### src/rtl/tdm_pkg.sv
// Shared constants and state type for the 8-slot TDM receive path.
package tdm_pkg;

  localparam int unsigned N_SLOTS = 8;
  localparam int unsigned SLOT_W  = 3;

  typedef enum logic {
    IDLE = 1'b0,
    RUN  = 1'b1
  } tdm_state_t;

endpackage : tdm_pkg

### src/rtl/dec3to8.sv
// Combinational 3-to-8 one-hot decoder with enable; decoder counterpart of the 8-to-1 selector.
module dec3to8
  import tdm_pkg::*;
(
  input  logic [SLOT_W-1:0]  i_sel,
  input  logic               i_en,
  output logic [N_SLOTS-1:0] o_we_c
);

  always_comb begin
    o_we_c = '0;
    if (i_en) begin
      o_we_c[i_sel] = 1'b1;
    end
  end

endmodule : dec3to8

### src/rtl/demux8_tdm_rx.sv
// Serial TDM receiver: distributes strobed bits into an 8-slot shadow register and
// publishes each complete frame as a registered word with a one-cycle valid pulse.
module demux8_tdm_rx
  import tdm_pkg::*;
(
  input  logic               clk,
  input  logic               rst_n,
  input  logic               en,
  input  logic               sync,
  input  logic               din,
  output logic [SLOT_W-1:0]  S,
  output logic [N_SLOTS-1:0] F,
  output logic               valid,
  output logic               err
);

  localparam logic [SLOT_W-1:0] SLOT_FIRST = SLOT_W'(0);
  localparam logic [SLOT_W-1:0] SLOT_LAST  = SLOT_W'(N_SLOTS - 1);

  tdm_state_t         r_state;
  logic [SLOT_W-1:0]  r_slot;
  logic [N_SLOTS-1:0] r_shadow;
  logic [N_SLOTS-1:0] r_f;
  logic               r_valid;
  logic               r_err;

  tdm_state_t         w_state_nxt;
  logic [SLOT_W-1:0]  w_slot_nxt;
  logic [N_SLOTS-1:0] w_shadow_nxt;
  logic [N_SLOTS-1:0] w_f_nxt;
  logic               w_valid_nxt;
  logic               w_err_nxt;
  logic [SLOT_W-1:0]  w_sel;
  logic               w_wr;
  logic [N_SLOTS-1:0] w_we;

  dec3to8 u_dec (
    .i_sel  (w_sel),
    .i_en   (w_wr),
    .o_we_c (w_we)
  );

  // State, slot counter, shadow and output registers.
  always_ff @(posedge clk or negedge rst_n) begin
    if (!rst_n) begin
      r_state  <= IDLE;
      r_slot   <= SLOT_FIRST;
      r_shadow <= '0;
      r_f      <= '0;
      r_valid  <= 1'b0;
      r_err    <= 1'b0;
    end else begin
      r_state  <= w_state_nxt;
      r_slot   <= w_slot_nxt;
      r_shadow <= w_shadow_nxt;
      r_f      <= w_f_nxt;
      r_valid  <= w_valid_nxt;
      r_err    <= w_err_nxt;
    end
  end

  // Next-state: lock on sync, a sync seen mid-frame restarts the frame at slot 0.
  always_comb begin
    w_state_nxt = r_state;
    w_slot_nxt  = r_slot;
    w_f_nxt     = r_f;
    w_valid_nxt = 1'b0;
    w_err_nxt   = 1'b0;
    w_sel       = r_slot;
    w_wr        = 1'b0;

    unique case (r_state)
      IDLE: begin
        if (en && sync) begin
          w_sel       = SLOT_FIRST;
          w_wr        = 1'b1;
          w_slot_nxt  = SLOT_W'(1);
          w_state_nxt = RUN;
        end
      end
      RUN: begin
        if (en) begin
          w_wr = 1'b1;
          if (sync && (r_slot != SLOT_FIRST)) begin
            w_err_nxt  = 1'b1;
            w_sel      = SLOT_FIRST;
            w_slot_nxt = SLOT_W'(1);
          end else begin
            w_slot_nxt = SLOT_W'(r_slot + SLOT_W'(1));
            if (r_slot == SLOT_LAST) begin
              w_f_nxt     = {din, r_shadow[N_SLOTS-2:0]};
              w_valid_nxt = 1'b1;
            end
          end
        end
      end
      default: begin
        w_state_nxt = IDLE;
      end
    endcase
  end

  assign w_shadow_nxt = (r_shadow & ~w_we) | (w_we & {N_SLOTS{din}});

  assign S     = r_slot;
  assign F     = r_f;
  assign valid = r_valid;
  assign err   = r_err;

endmodule : demux8_tdm_rx
### config.mk
export PLATFORM = sky130hd
export DESIGN_NAME = demux8_tdm_rx
export DESIGN_NICKNAME = d
export VERILOG_FILES = /design/src/rtl/tdm_pkg.sv /design/src/rtl/dec3to8.sv /design/src/rtl/demux8_tdm_rx.sv
export SDC_FILE = /design/constraint.sdc
export NUM_CORES = 1
export LEC_CHECK = 0
export CORE_MARGIN = 4
export CORE_UTILIZATION = 36
export CTS_CLUSTER_DIAMETER = 40
export DETAILED_ROUTE_END_ITERATION = 10
export GPL_ROUTABILITY_DRIVEN = 0
export PLACE_DENSITY = 0.57
export SYNTH_ARGS = -nofsm -noshare
export SYNTH_HDL_FRONTEND = slang
export SYNTH_SLANG_ARGS = --single-unit
### constraint.sdc
create_clock -name clk -period 2.2 [get_ports clk]
set_input_delay 0.44 -clock clk [delete_from_list [all_inputs] [get_ports clk]]
set_output_delay 0.44 -clock clk [all_outputs]
set_load 0.02 [all_outputs]
[Yosys cells after proc, flatten, opt, wreduce, memory -nomap -nowiden]
Index checks and enable logic that the tools add are counted.
Operators by class
  add/subtract/negate cells: 1
  magnitude comparators: 2
  equality and inequality tests: 3
  muxes and demuxes: 22
  bitwise operators: 6
  reductions and logical operators: 6
Operators by type and width (number)
  3-bit two-way mux: 6
  8-bit bitwise AND: 2
  3-bit one-hot mux with 2 select lines: 2
  1-bit two-way mux: 11
  8-bit two-way mux: 1
  8-bit inverter: 1
  8-bit OR: 1
  3-bit by 4-bit < comparator with 1-bit output (second input constant): 1
  2-bit != test (second input constant): 2
  4-bit AND reduction: 1
  3-bit by 1-bit adder with 3-bit output (second input constant): 1
  1-bit demux with 3-bit select: 1
  3-bit equality test (second input constant): 1
  3-bit by 1-bit >= comparator with 1-bit output (second input constant): 1
  1-bit logical AND: 3
  3-bit nonzero test: 1
  1-bit inverter: 2
  1-bit one-hot mux with 2 select lines: 1
  2-bit AND reduction: 1
Word-level totals
  register bits: 22
  input bits: 5

[Logic depth before layout (Yosys ltp)]
  depth after elaboration: 13
  depth in mapped cells: 5
  gate-level depth less buffers: 5

[Hierarchy]
A second synthesis with hierarchy kept.
Unflattened totals
  cells, all modules: 73
  area total of the unflattened synthesis: 992.2 sq um
By module, submodules not included
  demux8_tdm_rx: times used 1, cells each 65, area each 895.9 sq um
  dec3to8: times used 1, cells each 8, area each 96.3 sq um

[Worst setup path before layout]
Ideal clock, no wire load.
  path kind: reg2reg
  start point: reg r_slot[0], in the netlist S[0]
  end point: reg r_f[7], in the netlist F[7]
  setup time: 0.125 ns
  arrival time: 1.685 ns
  slack: 0.390 ns
  stages on the path, launching flop included: 6
  period minus slack after synthesis: 1.810 ns
  path through: dfrtp_1 inv_1 ha_1 nand2b_4 a211oi_4 mux2_2
On the way
  word-level cells in the longest chain between the ends: 4
  elaborated cells between the ends (all ways): 5
  those cells by class: 1 x eq/ne; 1 x bitwise; 3 x reduce/logical
Ends and longest elaborated chain
  from (decl): RTL line demux8_tdm_rx.sv:21  | logic [SLOT_W-1:0] r_slot;
  from (signal assigned): RTL line demux8_tdm_rx.sv:54  | r_slot <= w_slot_nxt;
  3-bit nonzero test: RTL line demux8_tdm_rx.sv:84  | if (sync && (r_slot != SLOT_FIRST)) begin
  1-bit logical AND: RTL line demux8_tdm_rx.sv:84
  1-bit inverter (no source line)
  4-bit AND reduction (no source line) *
  to (signal assigned): RTL line demux8_tdm_rx.sv:56  | r_f <= w_f_nxt;
  to (decl): RTL line demux8_tdm_rx.sv:23  | logic [N_SLOTS-1:0] r_f;
Mark *: on every way between the ends. The rest lies on a longest branch, timed or not.
A chain may end at the register's enable or synchronous reset.

[Worst setup path in the final report]
  start point: reg r_slot[2], in the netlist S[2]
  end point: out S[2]
RTL lines
  to (decl): RTL line demux8_tdm_rx.sv:11  | output logic [SLOT_W-1:0] S,
No word-level cell between the ends.

==> run metrics <==
status finished clean; endpoints failing setup 0; Area contributors post-synth dfrtp_1, mux2_2, ha_1, nor4_1, a211oi_4; Synth cell types 26; Int Pwr around 0.84 mW; first-pass GRT wire length 2718 um; vias in the first global route 607; Nets 103; Post-CTS Setup Bufs 0; final WL approximately 1700 um; f_max 516.0 MHz; simple-gate share of the synthesized area 0.1286; Core ar. 2500 sq um; clock sinks 21; Worst R2R Start S[1]; Core Rows 18; Slew Viols, Final 0; slew margin rel. 0.7168; fin util 0.4880; Final Skew a little over 0.006 ns; Mapped Cells 71; largest family of logic cells by synthesized area multiplexers; worst vdd ir roughly 540 uV; worst hold path class in2async; Congestion Overflow GR 0; syn avg cell area ~13 sq um; switching pwr 0.4153 mW; DR vias 622; Setup crit start kind flip-flop; Net Count, Synth 79; via/cell ratio 5.016; synthesis-to-layout area growth 27.95%; # diodes 0; TritonRoute pass-1 iters 4; switch share 0.3318; portion of netlist area occupied by mux cells 0.1877; synthesized cell area approximately 950 sq um; sequential-to-total area share from yosys stat 0.5512; DP Wirelength 1186 um; CP endpoint kind output pin; antenna violation net count after detailed routing 0; Tmin final 1.938 ns; Worst Path Arrival 1.50 ns; Gate power share 0.377; FILL cells 227; Synth Register Bits 21; setup TNS 0 ns; clock share of power 0.147; Data required, critical path ~1.8 ns; Placement Setup Slack between 0.06 and 0.07 ns; Root Buffer clkbuf_4; Port Buf Inserts 17; die height 59.46 um; post-synth top area share 0.5512; XOR/XNOR Fraction of Synth Area 0; Compound-Gate Fraction of Synth Area 0.06955; Leak 0.5487 nW; max capacitance violation total 0; Initial DRC Count 8; Hold Fails Final Rpt 0; Buf/Inv on CP 1; Die Area 3535 sq um; Post-Synth Adder-Cell Area 0.03937; CP max stage cell clkdlybuf4s50_1; Worst-Skew Late Latency 0.30 ns; Synth area leader dfrtp_1; Die W 59.46 um; worst path cell trace clkdlybuf4s50_1; part of the power in registers 0.476; Avg WL per Cell approximately 14 um; initial antenna violation count 0; power per cell area 1026 nW/um^2; RSZ-0062 raised after global routing false; H-tree levels 1; delay-heaviest family, CP buffers and inverters; Overall Global Routing Usage 0.1038; Tcrit/Tclk final 0.8809; synth warn 0; Final WS setup 0.2621 ns; CTS resizes 0; CTS tree yes; Max clock buf depth 2; Initial Util 0.3814; layout cells sized above 1 0.2660; Slew @ Worst Pin 0.4141 ns; # IOs 18; Post-CTS Hold Buffers 0; DRC 0; slowest stage delay, CP 0.66 ns; largest net degree at the start of global routing 22; Setup CP Type reg2out; Worst-path clk slew 0.12 ns; CTS Buf Count 3; worst-path maximum fanout 10; CP startpoint S[2]
## final cells by class
cell class / instances / area, sq um / area share
inverters: 5 / 18.77 / 0.01538
multi-input cells: 44 / 405.4 / 0.3323
well taps: 30 / 37.54 / 0.03077
flip-flops and latches: 21 / 525.5 / 0.4308
clock buffers: 3 / 22.52 / 0.01846
repair buffers: 20 / 205.2 / 0.1682
clock inverters: 1 / 5.005 / 0.004103
## synth_stat cells
| cell | n |
|---|---|
| a22o_1 | 1 |
| clkbuf_1 | 1 |
| nor4_1 | 4 |
| nor2_1 | 1 |
| a41o_1 | 1 |
| a211oi_4 | 1 |
| inv_1 | 5 |
| dfrtp_1 | 21 |
| nand2_4 | 1 |
| mux2_1 | 1 |
| ha_1 | 3 |
| o32ai_1 | 1 |
| and3b_1 | 1 |
| or4b_1 | 1 |
| mux2_2 | 14 |
| nand2_1 | 2 |
| or2_2 | 1 |
| a2111oi_0 | 1 |
| o21ai_0 | 1 |
| nand2b_4 | 1 |
| nand3_1 | 1 |
| nand2b_1 | 3 |
| and3_1 | 1 |
| mux2i_1 | 1 |
| nor2b_1 | 1 |
| a21oi_1 | 1 |
## cells by family (layout without fill, tap and decap cells)
kind of cell / count (synthesis) / after routing
AO/OA/AOI/OAI: 7 / 7
flip-flops: 21 / 21
AND/OR/NAND/NOR: 18 / 18
multiplexers: 16 / 16
adder cells (fa/ha/maj): 3 / 3
buffers and inverters: 6 / 29
## path summary, 6_finish.rpt
path	to	slack, ns	cells past startpoint
worst max register to register	flip-flop	0.36	5
min in group clk	flip-flop	0.50	1
worst max-delay path	S[2]	0.26	1
worst min register to register	flip-flop	0.50	1
max in group asynchronous	F[7]	1.51	2
worst min-delay path	err	0.47	2
## cells in the final DEF, fill, tap and decap left out, types with 2 or more instances in the layout
cell type	n
buf_4	2
inv_1	5
clkbuf_4	3
ha_1	3
dfrtp_1	21
clkdlybuf4s50_1	17
mux2_2	14
nor4_1	4
nand2b_1	3
nand2_1	2
## routing by layer
metal | track usage | routed length (um) | up-vias
met3 | 0.01961 | 57 | 2
met1 | 0.1403 | 788 | 305
met5 | 0 | 0 | -
li1 | - | - | 306
met2 | 0.1638 | 827 | 9
met4 | 0.03883 | 18 | 0
## metrics by stage
stage | cell area (sq um) | total power [mW] | std cells | hold slack [ns]
after floorplan | 953.4 | 0.8830 | 71 | 0.1444
after global placement | 1192 | 1.076 | 120 | 0.4789
after detailed placement | 1192 | 1.082 | 120 | 0.4766
after CTS | 1220 | 1.271 | 124 | 0.4719
after global routing | 1220 | 1.339 | 124 | 0.4865
final | 1220 | 1.252 | 124 | 0.4662
## power groups by stage
| stage | registers, mW | logic (mW) | clock network, mW |
|---|---|---|---|
| floorplan | 0.662 | 0.221 | 0 |
| global placement | 0.603 | 0.473 | 0 |
| detailed placement | 0.606 | 0.476 | 0 |
| CTS | 0.599 | 0.480 | 0.192 |
| global route | 0.616 | 0.514 | 0.209 |
| finish | 0.596 | 0.472 | 0.183 |
(Power assumes the default switching activity.)
